**src/rtl/quad_enc_pkg.sv**
```systemverilog
// Shared encodings for the quadrature decoder: resolution modes, Gray states
// and the transition classifier used by the counting logic.
package quad_enc_pkg;

  localparam logic [1:0] MODE_X1 = 2'b00;
  localparam logic [1:0] MODE_X2 = 2'b01;
  localparam logic [1:0] MODE_X4 = 2'b10;

  localparam logic [1:0] ST_00 = 2'b00;
  localparam logic [1:0] ST_10 = 2'b10;
  localparam logic [1:0] ST_11 = 2'b11;
  localparam logic [1:0] ST_01 = 2'b01;

  typedef enum logic [1:0] {
    TR_NONE = 2'b00,
    TR_FWD  = 2'b01,
    TR_REV  = 2'b10,
    TR_ILL  = 2'b11
  } trans_t;

  // Forward successor in the Gray cycle 00 -> 10 -> 11 -> 01 -> 00.
  function automatic logic [1:0] gray_succ(input logic [1:0] s);
    case (s)
      ST_00:   return ST_10;
      ST_10:   return ST_11;
      ST_11:   return ST_01;
      default: return ST_00;
    endcase
  endfunction

  function automatic trans_t decode_trans(input logic [1:0] prev, input logic [1:0] nxt);
    if (nxt == prev)                 return TR_NONE;
    else if (nxt == gray_succ(prev)) return TR_FWD;
    else if (prev == gray_succ(nxt)) return TR_REV;
    else                             return TR_ILL;
  endfunction

endpackage

```
**src/rtl/quad_input_filter.sv**
```systemverilog
// Two-flop synchroniser followed by a run-length glitch filter: the output
// follows the synchronised input only after FILT_LEN consecutive differing samples.
module quad_input_filter #(
  parameter int FILT_LEN = 3
) (
  input  logic clk,
  input  logic rst,
  input  logic din,
  output logic dout
);

  localparam logic [3:0] RUN_LAST = 4'(FILT_LEN - 1);

  logic       sync1_reg;
  logic       sync2_reg;
  logic       filt_reg;
  logic [3:0] run_reg;

  always_ff @(posedge clk) begin
    if (rst) begin
      sync1_reg <= 1'b0;
      sync2_reg <= 1'b0;
      filt_reg  <= 1'b0;
      run_reg   <= '0;
    end else begin
      sync1_reg <= din;
      sync2_reg <= sync1_reg;
      if (sync2_reg == filt_reg) begin
        run_reg <= '0;
      end else if (run_reg == RUN_LAST) begin
        filt_reg <= sync2_reg;
        run_reg  <= '0;
      end else begin
        run_reg <= run_reg + 4'd1;
      end
    end
  end

  assign dout = filt_reg;

endmodule

```
**src/rtl/quad_encoder_decoder.sv**
```systemverilog
// Quadrature encoder decoder: filtered A/B/Z inputs, x1/x2/x4 counting,
// index latch/clear, preload, illegal-transition and wrap reporting.
module quad_encoder_decoder
  import quad_enc_pkg::*;
#(
  parameter int CNT_W    = 32,
  parameter int FILT_LEN = 3,
  parameter int INDEX_EN = 1
) (
  input  logic                    clk,
  input  logic                    rst,
  input  logic                    a_in,
  input  logic                    b_in,
  input  logic                    z_in,
  input  logic [1:0]              mode,
  input  logic                    clr,
  input  logic                    load,
  input  logic [CNT_W-1:0]        load_val,
  input  logic                    index_clr_en,
  output logic signed [CNT_W-1:0] cnt,
  output logic                    dir,
  output logic                    step,
  output logic [1:0]              cur_state,
  output logic                    err,
  output logic                    wrap,
  output logic signed [CNT_W-1:0] index_latch,
  output logic                    index_seen
);

  localparam int INIT_W = 5;
  // Filters need 2 sync stages plus FILT_LEN samples before they reflect the pins.
  localparam logic [INIT_W-1:0] INIT_LAST = INIT_W'(FILT_LEN + 2);
  localparam logic signed [CNT_W-1:0] CNT_MAX = {1'b0, {(CNT_W-1){1'b1}}};
  localparam logic signed [CNT_W-1:0] CNT_MIN = {1'b1, {(CNT_W-1){1'b0}}};
  localparam logic signed [CNT_W-1:0] CNT_ONE = CNT_W'(1);

  logic [2:0] raw;
  logic [2:0] filt;
  logic [1:0] ab;

  assign raw = {a_in, b_in, z_in};
  assign ab  = filt[2:1];

  genvar gi;
  generate
    for (gi = 0; gi < 3; gi++) begin : g_filt
      quad_input_filter #(.FILT_LEN(FILT_LEN)) u_filt (
        .clk  (clk),
        .rst  (rst),
        .din  (raw[gi]),
        .dout (filt[gi])
      );
    end
  endgenerate

  logic signed [CNT_W-1:0] cnt_reg, cnt_next;
  logic signed [CNT_W-1:0] latch_reg, latch_next;
  logic [1:0]              state_reg, state_next;
  logic                    dir_reg, dir_next;
  logic                    step_reg, step_next;
  logic                    err_reg, err_next;
  logic                    wrap_reg, wrap_next;
  logic                    seen_reg, seen_next;
  logic                    z_prev_reg;
  logic                    init_reg, init_next;
  logic [INIT_W-1:0]       init_cnt_reg;

  trans_t trans;
  logic   fwd;
  logic   qualified;
  logic   z_rise;

  always_comb begin
    trans     = decode_trans(state_reg, ab);
    fwd       = (trans == TR_FWD);
    qualified = 1'b0;
    if (!init_reg && (trans == TR_FWD || trans == TR_REV)) begin
      case (mode)
        MODE_X1: qualified = fwd ? (state_reg == ST_00 && ab == ST_10)
                                 : (state_reg == ST_10 && ab == ST_00);
        MODE_X2: qualified = (state_reg[1] != ab[1]);
        MODE_X4: qualified = 1'b1;
        default: qualified = 1'b1;
      endcase
    end
    z_rise = (INDEX_EN != 0) && !init_reg && filt[0] && !z_prev_reg;

    cnt_next   = cnt_reg;
    latch_next = latch_reg;
    state_next = ab;
    step_next  = qualified;
    dir_next   = qualified ? fwd : dir_reg;
    err_next   = err_reg | (!init_reg && trans == TR_ILL);
    wrap_next  = 1'b0;
    seen_next  = seen_reg;
    init_next  = init_reg && (init_cnt_reg != INIT_LAST);

    // Lowest-priority count source first; later overrides win.
    if (qualified) begin
      if (fwd) begin
        cnt_next  = cnt_reg + CNT_ONE;
        wrap_next = (cnt_reg == CNT_MAX);
      end else begin
        cnt_next  = cnt_reg - CNT_ONE;
        wrap_next = (cnt_reg == CNT_MIN);
      end
    end
    if (z_rise) begin
      latch_next = cnt_reg;
      seen_next  = 1'b1;
      if (index_clr_en) begin
        cnt_next  = '0;
        wrap_next = 1'b0;
      end
    end
    if (load) begin
      cnt_next  = load_val;
      wrap_next = 1'b0;
    end
    if (clr) begin
      cnt_next  = '0;
      wrap_next = 1'b0;
      err_next  = 1'b0;
      seen_next = 1'b0;
    end
  end

  always_ff @(posedge clk) begin
    if (rst) begin
      cnt_reg      <= '0;
      latch_reg    <= '0;
      state_reg    <= ST_00;
      dir_reg      <= 1'b0;
      step_reg     <= 1'b0;
      err_reg      <= 1'b0;
      wrap_reg     <= 1'b0;
      seen_reg     <= 1'b0;
      z_prev_reg   <= 1'b0;
      init_reg     <= 1'b1;
      init_cnt_reg <= '0;
    end else begin
      cnt_reg      <= cnt_next;
      latch_reg    <= latch_next;
      state_reg    <= state_next;
      dir_reg      <= dir_next;
      step_reg     <= step_next;
      err_reg      <= err_next;
      wrap_reg     <= wrap_next;
      seen_reg     <= seen_next;
      z_prev_reg   <= filt[0];
      init_reg     <= init_next;
      if (init_reg) init_cnt_reg <= init_cnt_reg + INIT_W'(1);
    end
  end

  assign cnt         = cnt_reg;
  assign dir         = dir_reg;
  assign step        = step_reg;
  assign cur_state   = state_reg;
  assign err         = err_reg;
  assign wrap        = wrap_reg;
  assign index_latch = latch_reg;
  assign index_seen  = seen_reg;

endmodule

```
**config.mk**
```make
export PLATFORM = sky130hd
export DESIGN_NAME = quad_encoder_decoder
export DESIGN_NICKNAME = d
export VERILOG_FILES = /design/src/rtl/quad_enc_pkg.sv /design/src/rtl/quad_input_filter.sv /design/src/rtl/quad_encoder_decoder.sv
export SDC_FILE = /design/constraint.sdc
export NUM_CORES = 1
export LEC_CHECK = 0
export ABC_AREA = 1
export CAP_MARGIN = 20
export CORE_MARGIN = 2
export CORE_UTILIZATION = 40
export DETAILED_ROUTE_END_ITERATION = 7
export HOLD_SLACK_MARGIN = 0.12
export SLEW_MARGIN = 20
export SYNTH_ARGS = -nofsm -noshare
export SYNTH_HDL_FRONTEND = slang
export SYNTH_SLANG_ARGS = --single-unit
```
**constraint.sdc**
```tcl
create_clock -name clk -period 5.6 [get_ports clk]
set_clock_uncertainty 0.15 [all_clocks]
set_input_delay 0.56 -clock clk [delete_from_list [all_inputs] [get_ports clk]]
set_output_delay 0.56 -clock clk [all_outputs]
set_load 0.05 [all_outputs]
```
-- Word-level counts from Yosys, hierarchy flattened
Index checks and enable logic that the tools add are counted.
Widths: inputs -> output; s select.
- add/sub/neg operators: 6
- equality and inequality tests: 21
- multiplexer cells: 20
- bitwise logic cells: 4
- reductions and logical operators: 21
- operators by type and width (operator ; number):
    $mux 32 ; 5
    $eq 32x32->1 const B ; 2
    $add 32x2->32 const B ; 1
    $sub 32x2->32 const B ; 1
    $add 4x1->4 const B ; 3
    $eq 2x2->1 const B ; 6
    $eq 4x2->1 const B ; 3
    $pmux 2 s3 ; 2
    $reduce_or 3->1 ; 4
    $mux 2 ; 5
    $logic_and 1x1->1 ; 7
    $mux 1 ; 7
    $eq 2x2->1 ; 3
    $logic_not 2->1 ; 3
    $reduce_and 2->1 ; 3
    $add 5x1->5 const B ; 1
    $ne 5x3->1 const B ; 1
    $eq 2x1->1 const B ; 2
    $eq 1x1->1 ; 3
    $not 1->1 ; 3
    $logic_not 1->1 ; 2
    $pmux 1 s2 ; 1
    $reduce_or 2->1 ; 1
    $logic_or 1x1->1 ; 1
    other kinds (2) ; 2
- register bits after elaboration: 99
- output and inout bits: 71
- word-level logic and storage cells: 95

-- Longest topological paths before layout
- depth after elaboration: 18
- gate-level depth with buffers: 23
- depth with buffers taken out: 23

-- Hierarchy
A second synthesis with hierarchy kept.
- cell total of the unflattened synthesis: 1072
- area total of the unflattened synthesis: 6710.2 µm²
- modules (own cells, without submodules) (module ; instances ; cells an instance ; area each (µm²) ; sequential area each (µm²)):
    quad_encoder_decoder ; 1 ; 967 ; 5824.3 ; 1561.5
    quad_input_filter ; 3 ; 35 ; 295.3 ; 140.1

-- Least setup slack after synthesis
No wires, ideal clock.
- path kind: reg2reg
- start point: register state_reg[1], in the netlist cur_state[1]
- end point: register cnt_reg[28], in the netlist cnt[28]
- setup time: 0.132 ns
- arrival: 3.045 ns
- data required time: 5.318 ns
- setup slack: 2.273 ns
- cell stages (with the launch flop): 20
- path buffers: 0
- period minus slack after synthesis: 3.327 ns
- cells stage by stage: dfxtp_1 -> inv_1 -> nand2_1 -> nand2_1 -> a21oi_1 -> a21oi_1 -> ha_1 -> inv_2 -> ha_1 -> nand2_1 -> nor2_1 -> and2_1 -> nand2_1 -> nand3_1 -> nand2_1 -> nand2_1 -> nand2_1 -> nand3_1 -> nand2_1 -> a21oi_1
- longest elaborated chain between the ends: 14
- RTL lines (item ; RTL line ; RTL):
    start: declaration ; quad_encoder_decoder.sv:58 ; logic [1:0] state_reg, state_next;
    start signal: assignment ; quad_encoder_decoder.sv:144 ; state_reg <= state_next;
    $eq 2x2->1 or $logic_not 2->1 (tied branches) ; quad_enc_pkg.sv:23 ; case (s)
    $pmux 2 s3 ; quad_enc_pkg.sv:23 ;
    $mux 2 ; quad_enc_pkg.sv:32 ; if (nxt == prev) return TR_NONE;
    $eq 2x2->1 ; quad_enc_pkg.sv:33 ; else if (nxt == gray_succ(prev)) return TR_FWD;
    $mux 2 ; quad_enc_pkg.sv:33 ;
    $mux 2 (*) ; quad_enc_pkg.sv:32 ;
    $eq 2x1->1 (*) ; quad_encoder_decoder.sv:75 ; fwd = (trans == TR_FWD);
    net fwd ; quad_encoder_decoder.sv:69 ; logic fwd;
    $mux 1 or $logic_or 1x1->1 (tied branches) ; quad_encoder_decoder.sv:79, quad_encoder_decoder.sv:77 ;
    $pmux 1 s2 or $logic_and 1x1->1 (tied branches) ; quad_encoder_decoder.sv:78, quad_encoder_decoder.sv:77 ;
    $mux 1 ; quad_encoder_decoder.sv:77 ; if (!init_reg && (trans == TR_FWD || trans == TR_REV)) begin
    $mux 32 (*) ; quad_encoder_decoder.sv:99 ; if (qualified) begin
    $mux 32 ; quad_encoder_decoder.sv:111 ; if (index_clr_en) begin
    $mux 32 (*) ; quad_encoder_decoder.sv:108 ; if (z_rise) begin
    $mux 32 (*) ; quad_encoder_decoder.sv:116 ; if (load) begin
    end signal: assignment ; quad_encoder_decoder.sv:142 ; cnt_reg <= cnt_next;
    end: declaration ; quad_encoder_decoder.sv:56 ; logic signed [CNT_W-1:0] cnt_reg, cnt_next;
Mark *: on every way through the listed nets, which the timed path passes. The rest lies on a longest branch. The select of a mux whose other input is x is not followed.
A chain may end at the register's enable or synchronous reset.

-- Final worst setup path
- start point: register g_filt[2].u_filt.filt_reg
- end point: register cnt_reg[26], in the netlist cnt[26]
- longest elaborated chain between the ends: 16
- RTL lines (item ; RTL line ; RTL):
    start: declaration ; quad_input_filter.sv:16 ; logic filt_reg;
    start signal: assignment ; quad_input_filter.sv:31 ; filt_reg <= sync2_reg;
    $eq 2x2->1 or $logic_not 2->1 (tied branches) ; quad_enc_pkg.sv:23 ;
    $pmux 2 s3 ; quad_enc_pkg.sv:23 ;
    $mux 2 ; quad_enc_pkg.sv:33 ;
    $mux 2 ; quad_enc_pkg.sv:32 ;
    $eq 2x2->1 ; quad_enc_pkg.sv:34 ; else if (prev == gray_succ(nxt)) return TR_REV;
    $mux 1 ; quad_enc_pkg.sv:34 ;
    $mux 2 ; quad_enc_pkg.sv:33 ;
    $mux 2 (*) ; quad_enc_pkg.sv:32 ;
    $eq 2x1->1 (*) ; quad_encoder_decoder.sv:75 ;
    net fwd ; quad_encoder_decoder.sv:69 ;
    $mux 1 or $logic_or 1x1->1 (tied branches) ; quad_encoder_decoder.sv:79, quad_encoder_decoder.sv:77 ;
    $pmux 1 s2 or $logic_and 1x1->1 (tied branches) ; quad_encoder_decoder.sv:78, quad_encoder_decoder.sv:77 ;
    $mux 1 ; quad_encoder_decoder.sv:77 ;
    $mux 32 (*) ; quad_encoder_decoder.sv:99 ;
    $mux 32 ; quad_encoder_decoder.sv:111 ;
    $mux 32 (*) ; quad_encoder_decoder.sv:108 ;
    $mux 32 (*) ; quad_encoder_decoder.sv:116 ;
Marks and branches as above.

==> results.py <==
metrics = {
    "global_route": {
        "grt_overflow": 0,
        "grt_pass1_wl_um": 32910,
        "track_usage": 0.2364,
        "grt_start_max_net_pins": 62,
        "grt_pass1_vias": 6283,
        "antenna_found_initial": 0,
    },
    "setup_path": {
        "regToRegEndpoint": "cnt[26]",
        "max_stage_delay_ps": 500,
        "path_buf_inv": 5,
        "worstPathArrival_ps": 3950,
        "path_cells": "inv_2, nand2_1, nand2_1, a21oi_1, a21oi_1, ha_1, inv_2, buf_4, ha_1, nand2_1, inv_1, nand2_1, nand2_1, inv_1, nand3_1, nand2_1, nand3_1, nand2_1, nand3_1, nand2_1, a21oi_1",
        "crit_end": "cnt[26]",
        "cp.required_ps": 5680,
        "end_kind": "register",
        "r2r-start": "g_filt[2].u_filt.dout",
        "cp_max_fo": 28,
        "r2r_slack_ps": 1720,
        "critical_path_class": "reg2reg",
        "path_common_cell": "nand2_1",
        "crit_start": "g_filt[2].u_filt.dout",
        "reg2regPathDepth": 21,
        "crit_path_start_kind": "register",
        "cpLargestDelayFamily": "simple AND/OR/NAND/NOR gates",
        "cp_slowest_cell": "inv_2",
        "path_depth": 21,
    },
    "cts": {
        "ctsResizeCount": 0,
        "h-tree-depth": 3,
        "cts_setup_buffers": 0,
        "cts_made_buffers": 9,
        "cts_sinks": 99,
        "clock_latency_ps": 350,
        "cts_tree": "built",
        "cts_root_buf": "clkbuf_16",
        "holdBufCountCts": 0,
        "path_clk_slew_ps": 80,
        "cts.path.max_buffers": 2,
    },
    "detailed_routing": {
        "num_vias": 6578,
        "dr.pass1.iters": 5,
        "first_iter_violations": 411,
        "viasPerCell": 4.798,
        "totalWireLength_um": 20130,
        "antenna_left": 0,
        "remaining_drc_errors": 0,
        "wl_per_cell_um": 14.68,
    },
    "final_layout": {
        "antennaDiodeCount": 0,
        "layout_commonest_cell": "nand2_1",
        "syn2layout_area_growth_pct": 24.16,
        "layout-drive-gt1-share": 0.02771,
        "layout_common_cells": "304 x nand2_1, 182 x nor2_1, 146 x inv_1",
        "nets": 1245,
    },
    "run_status": {
        "status": "completed",
    },
    "synth": {
        "synth_ff_type": "dfxtp_1",
        "synth_cells": 1050,
        "synth_seq_area_share": 0.3028,
        "synth_area_per_cell_um2": 6.233,
        "ys_types": 35,
        "synth-warning-count": 0,
        "yosys.area.top_type": "dfxtp_1",
        "ys_ff_latch": 99,
        "synth_nets": 1145,
        "synth_top_area_share": 0.3028,
        "synth_edf_count": 0,
        "async_flop_share": 0,
        "netlist_area_mm2": 0.006545,
        "netlist_top_cells_area": "dfxtp_1 30%, nand2_1 17%, nor2_1 10%",
    },
    "die": {
        "row_count": 46,
        "die_height_um": 131.9,
        "die_x_um": 131.9,
        "die_area_mm2": 0.01740,
        "io_pins": 113,
        "core_area_mm2": 0.01594,
        "start_util": 0.4105,
    },
    "timing": {
        "grt_setup_unrepaired": "false",
        "period_needed_ps": 3875,
        "period_share": 0.6920,
        "slew_headroom": 0.4667,
        "hold_viol": 0,
        "worstMarginPinSlew_ps": 799.9,
        "tns_ps": 0,
        "finalMaxSlewViolations": 0,
        "setup_violations": 0,
        "fmax_mhz": 258.1,
    },
    "power": {
        "total_power_w": 0.001782,
        "ir_drop_uv": 168.0,
        "leakage_nw": 4.034,
        "power_density_mw_per_mm2": 219.3,
    },
    "placed_design": {
        "gp_routability_congestion": 0.9433,
        "dp_hpwl_um": 15650,
        "port_buffers": 112,
    },
    "flow_run": {
        "drv_cap": 0,
    },
    "min_path": {
        "hold_depth": 2,
        "worstHoldPathType": "reg2reg",
    },
}
## synthesized netlist by cell type, types with 2 or more instances
cell type,n
inv_1,146
xnor2_1,11
nand2_1,304
nor3_1,7
nand4_1,5
o21ai_0,43
xor2_1,10
nor2_1,182
buf_2,5
nor2_8,2
dfxtp_1,99
buf_6,5
inv_2,4
o21bai_1,4
ha_1,52
o211ai_1,7
nand3_1,49
a21oi_1,72
clkbuf_1,17
o21ai_1,11
## how the worst min path moves through the flow
| stage | end | from | slack [ps] |
|---|---|---|---|
| 6_report | g_filt[1].u_filt.sync2_reg | g_filt[1].u_filt.sync1_reg | 260 |
| 5_1_grt | g_filt[0].u_filt.sync2_reg | g_filt[0].u_filt.sync1_reg | 260 |
| 4_1_cts | g_filt[0].u_filt.sync2_reg | g_filt[0].u_filt.sync1_reg | 260 |
| 3_5_place_dp | g_filt[0].u_filt.sync2_reg | g_filt[0].u_filt.sync1_reg | 250 |
| 3_3_place_gp | g_filt[0].u_filt.sync2_reg | g_filt[0].u_filt.sync1_reg | 250 |
| 2_1_floorplan | g_filt[0].u_filt.sync2_reg | g_filt[0].u_filt.sync1_reg | 240 |
## tightest hold or removal path, cell delays in order (launching register included)
cell and delay [ps]:
dfxtp_1 300, inv_1 40, nor2_1 30
## kinds of logic (layout without fill, tap and decap cells)
family	after synthesis	after routing	synth area share
buffers and inverters	179	284	0.1101
and+or+nand+nor	557	557	0.3428
AOI/OAI and AO/OA	141	141	0.1137
adders and majority gates	53	53	0.1025
xor gates and xnor gates	21	21	0.02810
DFF	99	99	0.3028
## stage by stage
step | hold slack, ps | cells | area [um2] | setup WS [ps] | utilization
after floorplan | 238.3 | 1050 | 6545 | 2273 | -
after global placement | 247.4 | 1354 | 7818 | 1849 | 0.4903
after detailed placement | 247.8 | 1354 | 7818 | 1757 | 0.4903
after CTS | 259.3 | 1370 | 8112 | 1737 | 0.5088
after global routing | 264.7 | 1371 | 8127 | 1349 | 0.5097
final | 258.3 | 1371 | 8127 | 1725 | 0.5097
## metal layers
layer	share of wire	GRT usage
met1	0.45	0.2937
met3	0.053	0.04421
met4	0.029	0.08092
met2	0.47	0.4100
met5	0	0
## report_power, final
| group | leakage, nW | internal (W) | switching (W) |
|---|---|---|---|
| Combinational | 3.09 | 0.000150 | 0.000271 |
| Clock | 0.143 | 0.000314 | 0.000312 |
| Sequential | 0.802 | 0.000716 | 0.0000189 |
## cell type report
| type | instances | area (um2) |
|---|---|---|
| clock buffers | 9 | 225.2 |
| clock inverters | 7 | 68.82 |
| fillers | 1725 | 7816 |
| inverters | 151 | 571.8 |
| multi-input cells | 772 | 3842 |
| flip-flops and latches | 99 | 1982 |
| well taps | 216 | 270.3 |
| repair buffers | 117 | 1166 |
Power figures use the tool's default switching activity.
==> RTL edit 1 (same flow settings) <==
Reset style: asynchronous (`rst`), changed in 2 clocked blocks.
--- a/src/rtl/quad_input_filter.sv
+++ b/src/rtl/quad_input_filter.sv
@@ -18,3 +18,3 @@
 
-  always_ff @(posedge clk) begin
+  always_ff @(posedge clk or posedge rst) begin
     if (rst) begin
--- a/src/rtl/quad_encoder_decoder.sv
+++ b/src/rtl/quad_encoder_decoder.sv
@@ -127,3 +127,3 @@
 
-  always_ff @(posedge clk) begin
+  always_ff @(posedge clk or posedge rst) begin
     if (rst) begin
Function: differs if rst is asserted again (counterexample within 4 cycles, from zero or initial values and one cycle with rst high); with rst held inactive, the same outputs for 10 cycles.
==> RTL edit 1 against the original RTL <==
Synthesized area rose by 7.4%. Wire length up 4.6%. Critical path type unchanged. Die area is 7.2% higher. Design area up 6.0%. Sequential cell count did not move. Worst setup slack worse by 0.16 ns.
Power is not shown: default switching activity piles up to over one toggle a cycle in this logic, so the estimate is an artifact.
==> RTL edit 1: results (changes against the original RTL) <==
stage,metric,value,unit,change
status,status,finished clean,,unchanged
detailed_routing,final antenna-violating net count,0,,unchanged
logic_synthesis,Post-Synth Adder-Cell Area,10.4,%,was 10.2%
layout,number of nets in the finished design,1191,,was 1245
critical_path,highest cell delay on the worst timing path,0.50,ns,about the same
global_route,global-route wire length before repair,33200,um,was 32900 um
place,detailed placer's ending HPWL,16100,um,was 15600 um
global_route,antenna violations before repair,0,,unchanged
clock_tree,H-tree level count,3,,unchanged
clock_tree,number of buffers between clock root and the deepest sink,2,,unchanged
global_route,Overall Global Routing Usage,23.3,%,was 23.6%
logic_synthesis,prevailing post-synth register cell,dfrtp_1,,was dfxtp_1
layout,share of cells above drive strength 1,5.75,%,was 2.77%
logic_synthesis,fraction of synthesized area in multiplexers,0.160,%,was 0%
critical_path,CP arrival,4.10,ns,was 3.95 ns
logic_synthesis,post-synthesis cell type count,35,,unchanged
logic_synthesis,post-synthesis async set-or-reset flop share,100,%,was 0%
logic_synthesis,syn_nets,1090,,was 1145
min_path,kind of path behind the tightest hold check,register to register,,unchanged
global_route,vias in the first global route,6108,,was 6283
place,count of port buffers added during placement,112,,unchanged
critical_path,crit path max-delay cell type,buf_4,,was inv_2
logic_synthesis,top cell types by occurrence after synthesis,"nand2_1 (296), inv_1 (162), dfrtp_1 (98)",,"was nand2_1 (304), nor2_1 (182), inv_1 (146)"
detailed_routing,via/cell ratio,4.89,,was 4.80
layout,summed area of non-filler cells in the final layout,8610,um^2,was 8130 um^2
detailed_routing,drt first-iter violations,440,,was 411
detailed_routing,drt first pass iters,5,,unchanged
place,final weighted congestion of routability-driven global placement,0.949,,was 0.943
clock_tree,number of buffers created by CTS,9,,unchanged
logic_synthesis,number of warnings issued by yosys,0,,unchanged
detailed_routing,count of vias placed by the detailed router,6466,,was 6578
clock_tree,clock latency on the worst-skew pair,0.35,ns,about the same
layout,final-layout fill cell count,1759,,was 1725
logic_synthesis,top area cells in the synthesized netlist,"dfrtp_1 (35%), nand2_1 (16%), ha_1 (10%), inv_1 (8.6%), a21oi_1 (4.9%)",,"was dfxtp_1 (30%), nand2_1 (17%), nor2_1 (10%), ha_1 (9.9%), inv_1 (8.4%)"
detailed_routing,Routed Wire Length,21100,um,was 20100 um
logic_synthesis,XOR/XNOR Fraction of Synth Area,3.61,%,was 2.81%
logic_synthesis,cell count after synthesis,990,,was 1050
critical_path,largest fanout on the critical path,36,,was 28
clock_tree,post-cts sizing count,0,,unchanged
place,post-place setup slack,1.61,ns,was 1.76 ns
logic_synthesis,post-synthesis compound-gate area fraction,13.7,%,was 11.4%
clock_tree,clock slew seen by the registers of the worst setup and hold paths,0.08,ns,about the same
global_route,largest net degree at the start of global routing,68,,was 62
place,Cell Count Post-Placement,1305,,was 1354
layout,number of diodes,0,,unchanged
timing,Max transition margin,41.1,%,was 46.7%
place,Placement Cell Area,8330,um^2,was 7820 um^2
logic_synthesis,register area share after synthesis,35.2,%,was 30.3%
clock_tree,number of buffers inserted to repair setup after CTS,0,,unchanged
RTL edit 1: area by class of cell:
class                      count  share of cell area, %
multi-input combinational    700                   44.0
tap                          225                   3.27
sequential                    99                   28.8
clock buffer                  11                   2.82
clock inverter                 5                  0.523
inverter                     165                   7.25
timing repair buffer         116                   13.4
RTL edit 1: cell families (layout without fill, tap and decap cells):
logic type	after synthesis	count (layout)
AO/OA/AOI/OAI	174	174
buffers and inverters	191	297
adder cells (fa/ha/maj)	58	58
XOR/XNOR	29	29
multiplexers	1	1
flip-flops	99	99
AND/OR/NAND/NOR	438	438
RTL edit 1: final timing paths:
kind	startpoint	end	slack, ns	depth (start not counted)
hold / removal	g_filt[2].u_filt.sync1_reg$_DFF_PP0_	g_filt[2].u_filt.sync2_reg$_DFF_PP0_	0.20	0
setup reg to reg	g_filt[2].u_filt.dout$_DFFE_PP0P_	cnt[28]$_DFF_PP0_	1.57	20
setup / recovery	g_filt[2].u_filt.dout$_DFFE_PP0P_	cnt[28]$_DFF_PP0_	1.57	20
min in group asynchronous	rst	g_filt[0].u_filt.run_reg[2]$_DFF_PP0_	0.60	2
hold reg to reg	g_filt[2].u_filt.sync1_reg$_DFF_PP0_	g_filt[2].u_filt.sync2_reg$_DFF_PP0_	0.20	0
max in group asynchronous	rst	index_latch[8]$_DFFE_PP0P_	3.70	3
RTL edit 1: worst max-delay path: cells and delay by family (launching register included):
kind	cells	cell delay [ns]
flip-flops	1	0.43
adder cells (fa/ha/maj)	2	0.61
buffers and inverters	5	1.19
AND/OR/NAND/NOR	10	1.18
AO/OA/AOI/OAI	3	0.33
RTL edit 1: routing by layer:
layer,GRT usage (%),vias to the layer above,part of all wire (%)
met5,0,-,0
met4,5.90,0,1.6
met3,2.74,19,3.7
met2,35.8,143,44
met1,34.7,2994,51
li1,-,3310,-
==> RTL edit 2 (same settings) <==
Without the edit above. The parameter `INDEX_EN` goes from 1 to 0.
--- a/src/rtl/quad_encoder_decoder.sv
+++ b/src/rtl/quad_encoder_decoder.sv
@@ -7,3 +7,3 @@
   parameter int FILT_LEN = 3,
-  parameter int INDEX_EN = 1
+  parameter int INDEX_EN = 0
 ) (
Function: changed (a bounded check fails within 10 cycles, from zero or initial values and one cycle with rst high).
==> RTL edit 2 against the original RTL <==
Global-route usage shrank 3.1 points. Synthesized area down 19%. Worst setup slack gained 0.27 ns. Die area shrank 18%. Non-clock buffer count decreased by 37. Design area is 20% lower. Total power decreased by 16%. Largest cell class unchanged. Wire length decreased by 31%. Highest routed layer unchanged. Sequential cell count fell by 41.
==> RTL edit 2: results (changes against the original RTL) <==
stage,metric,value,unit,change
status,status,finished clean,,unchanged
timing,actual transition at the worst max-transition pin,0.854,ns,was 0.800 ns
power_and_ir_drop,Combinational Power Share,30.0,%,was 23.6%
min_path,worst hold start,g_filt[2].u_filt.sync1_reg$_SDFF_PP0_,,was g_filt[1].u_filt.sync1_reg$_SDFF_PP0_
critical_path,crit path max-delay cell type,buf_4,,was inv_2
power_and_ir_drop,Internal Dissipation,0.000962,W,was 0.00118 W
critical_path,Critical R2R Launch,cur_state[1]$_SDFF_PP0_,,was g_filt[2].u_filt.dout$_SDFFE_PP0P_
power_and_ir_drop,clock network power,0.000613,W,was 0.000626 W
min_path,endpoint of the worst hold path,g_filt[2].u_filt.sync2_reg$_SDFF_PP0_,,was g_filt[1].u_filt.sync2_reg$_SDFF_PP0_
detailed_routing,drt first pass iters,4,,was 5
place,count of port buffers added during placement,77,,was 112
power_and_ir_drop,total combinational power,0.000450,W,was 0.000421 W
layout,multi-input logic area,3350,um^2,was 3840 um^2
place,final weighted congestion of routability-driven global placement,0.870,,was 0.943
logic_synthesis,prevailing post-synth register cell,dfxtp_1,,unchanged
timing,minimum hold slack,0.270,ns,was 0.258 ns
global_route,Overall Global Routing Usage,20.5,%,was 23.6%
layout,number of nets in the finished design,1064,,was 1245
detailed_routing,via/cell ratio,4.53,,was 4.80
detailed_routing,count of vias placed by the detailed router,5223,,was 6578
global_route,antenna violations before repair,0,,unchanged
critical_path,capture instance of the worst register-to-register path,cnt[11]$_SDFFE_PP0P_,,was cnt[26]$_SDFF_PP0_
power_and_ir_drop,IR Drop Worst-Case VDD,182,uV,was 168 uV
detailed_routing,Routed Wire Length,14000,um,was 20100 um
detailed_routing,drt first-iter violations,203,,was 411
clock_tree,clock slew seen by the registers of the worst setup and hold paths,0.06,ns,was 0.08 ns
layout,share of cells above drive strength 1,4.81,%,was 2.77%
critical_path,largest fanout on the critical path,43,,was 28
critical_path,highest cell delay on the worst timing path,0.43,ns,was 0.50 ns
layout,final-layout fill cell count,1437,,was 1725
global_route,largest net degree at the start of global routing,44,,was 62
power_and_ir_drop,standby leakage power,3.41,nW,was 4.03 nW
timing,slack of the critical path,2.00,ns,was 1.72 ns
logic_synthesis,post-synthesis cell type count,33,,was 35
global_route,vias in the first global route,4789,,was 6283
place,detailed placer's ending HPWL,10800,um,was 15600 um
critical_path,CP arrival,3.65,ns,was 3.95 ns
logic_synthesis,top area cells in the synthesized netlist,"nand2_1 (23%), dfxtp_1 (22%), ha_1 (11%), inv_1 (11%), buf_4 (5.2%)",,"was dfxtp_1 (30%), nand2_1 (17%), nor2_1 (10%), ha_1 (9.9%), inv_1 (8.4%)"
logic_synthesis,register area share after synthesis,21.8,%,was 30.3%
critical_path,depth of the worst register-to-register path,18,,was 21
RTL edit 2: cell type report:
type                    count  share of cell area [%]
inverters                 163                    9.50
clock inverters             7                    1.59
multi-input cells         660                    51.8
well taps                 176                    3.41
repair buffers             80                    12.3
flip-flops and latches     58                    18.0
clock buffers               9                    3.48
RTL edit 2: cell families (layout without fill, tap and decap cells):
group                    count (synthesis)  in the layout  synth area share [%]
AO/OA/AOI/OAI                           79             79                  8.96
XOR/XNOR                                18             18                  2.96
adder cells (fa/ha/maj)                 50             50                  11.9
buffers and inverters                  210            259                  17.7
flip-flops                              58             58                  21.8
other                                    1             33                0.0703
AND/OR/NAND/NOR                        480            480                  36.7
RTL edit 2: layer usage:
metal	up-vias	wire, um	global-route usage [%]
met3	12	587	3.98
met2	99	6320	33.5
li1	2845	-	-
met4	0	230	6.62
met5	-	0	0
met1	2267	6850	27.2
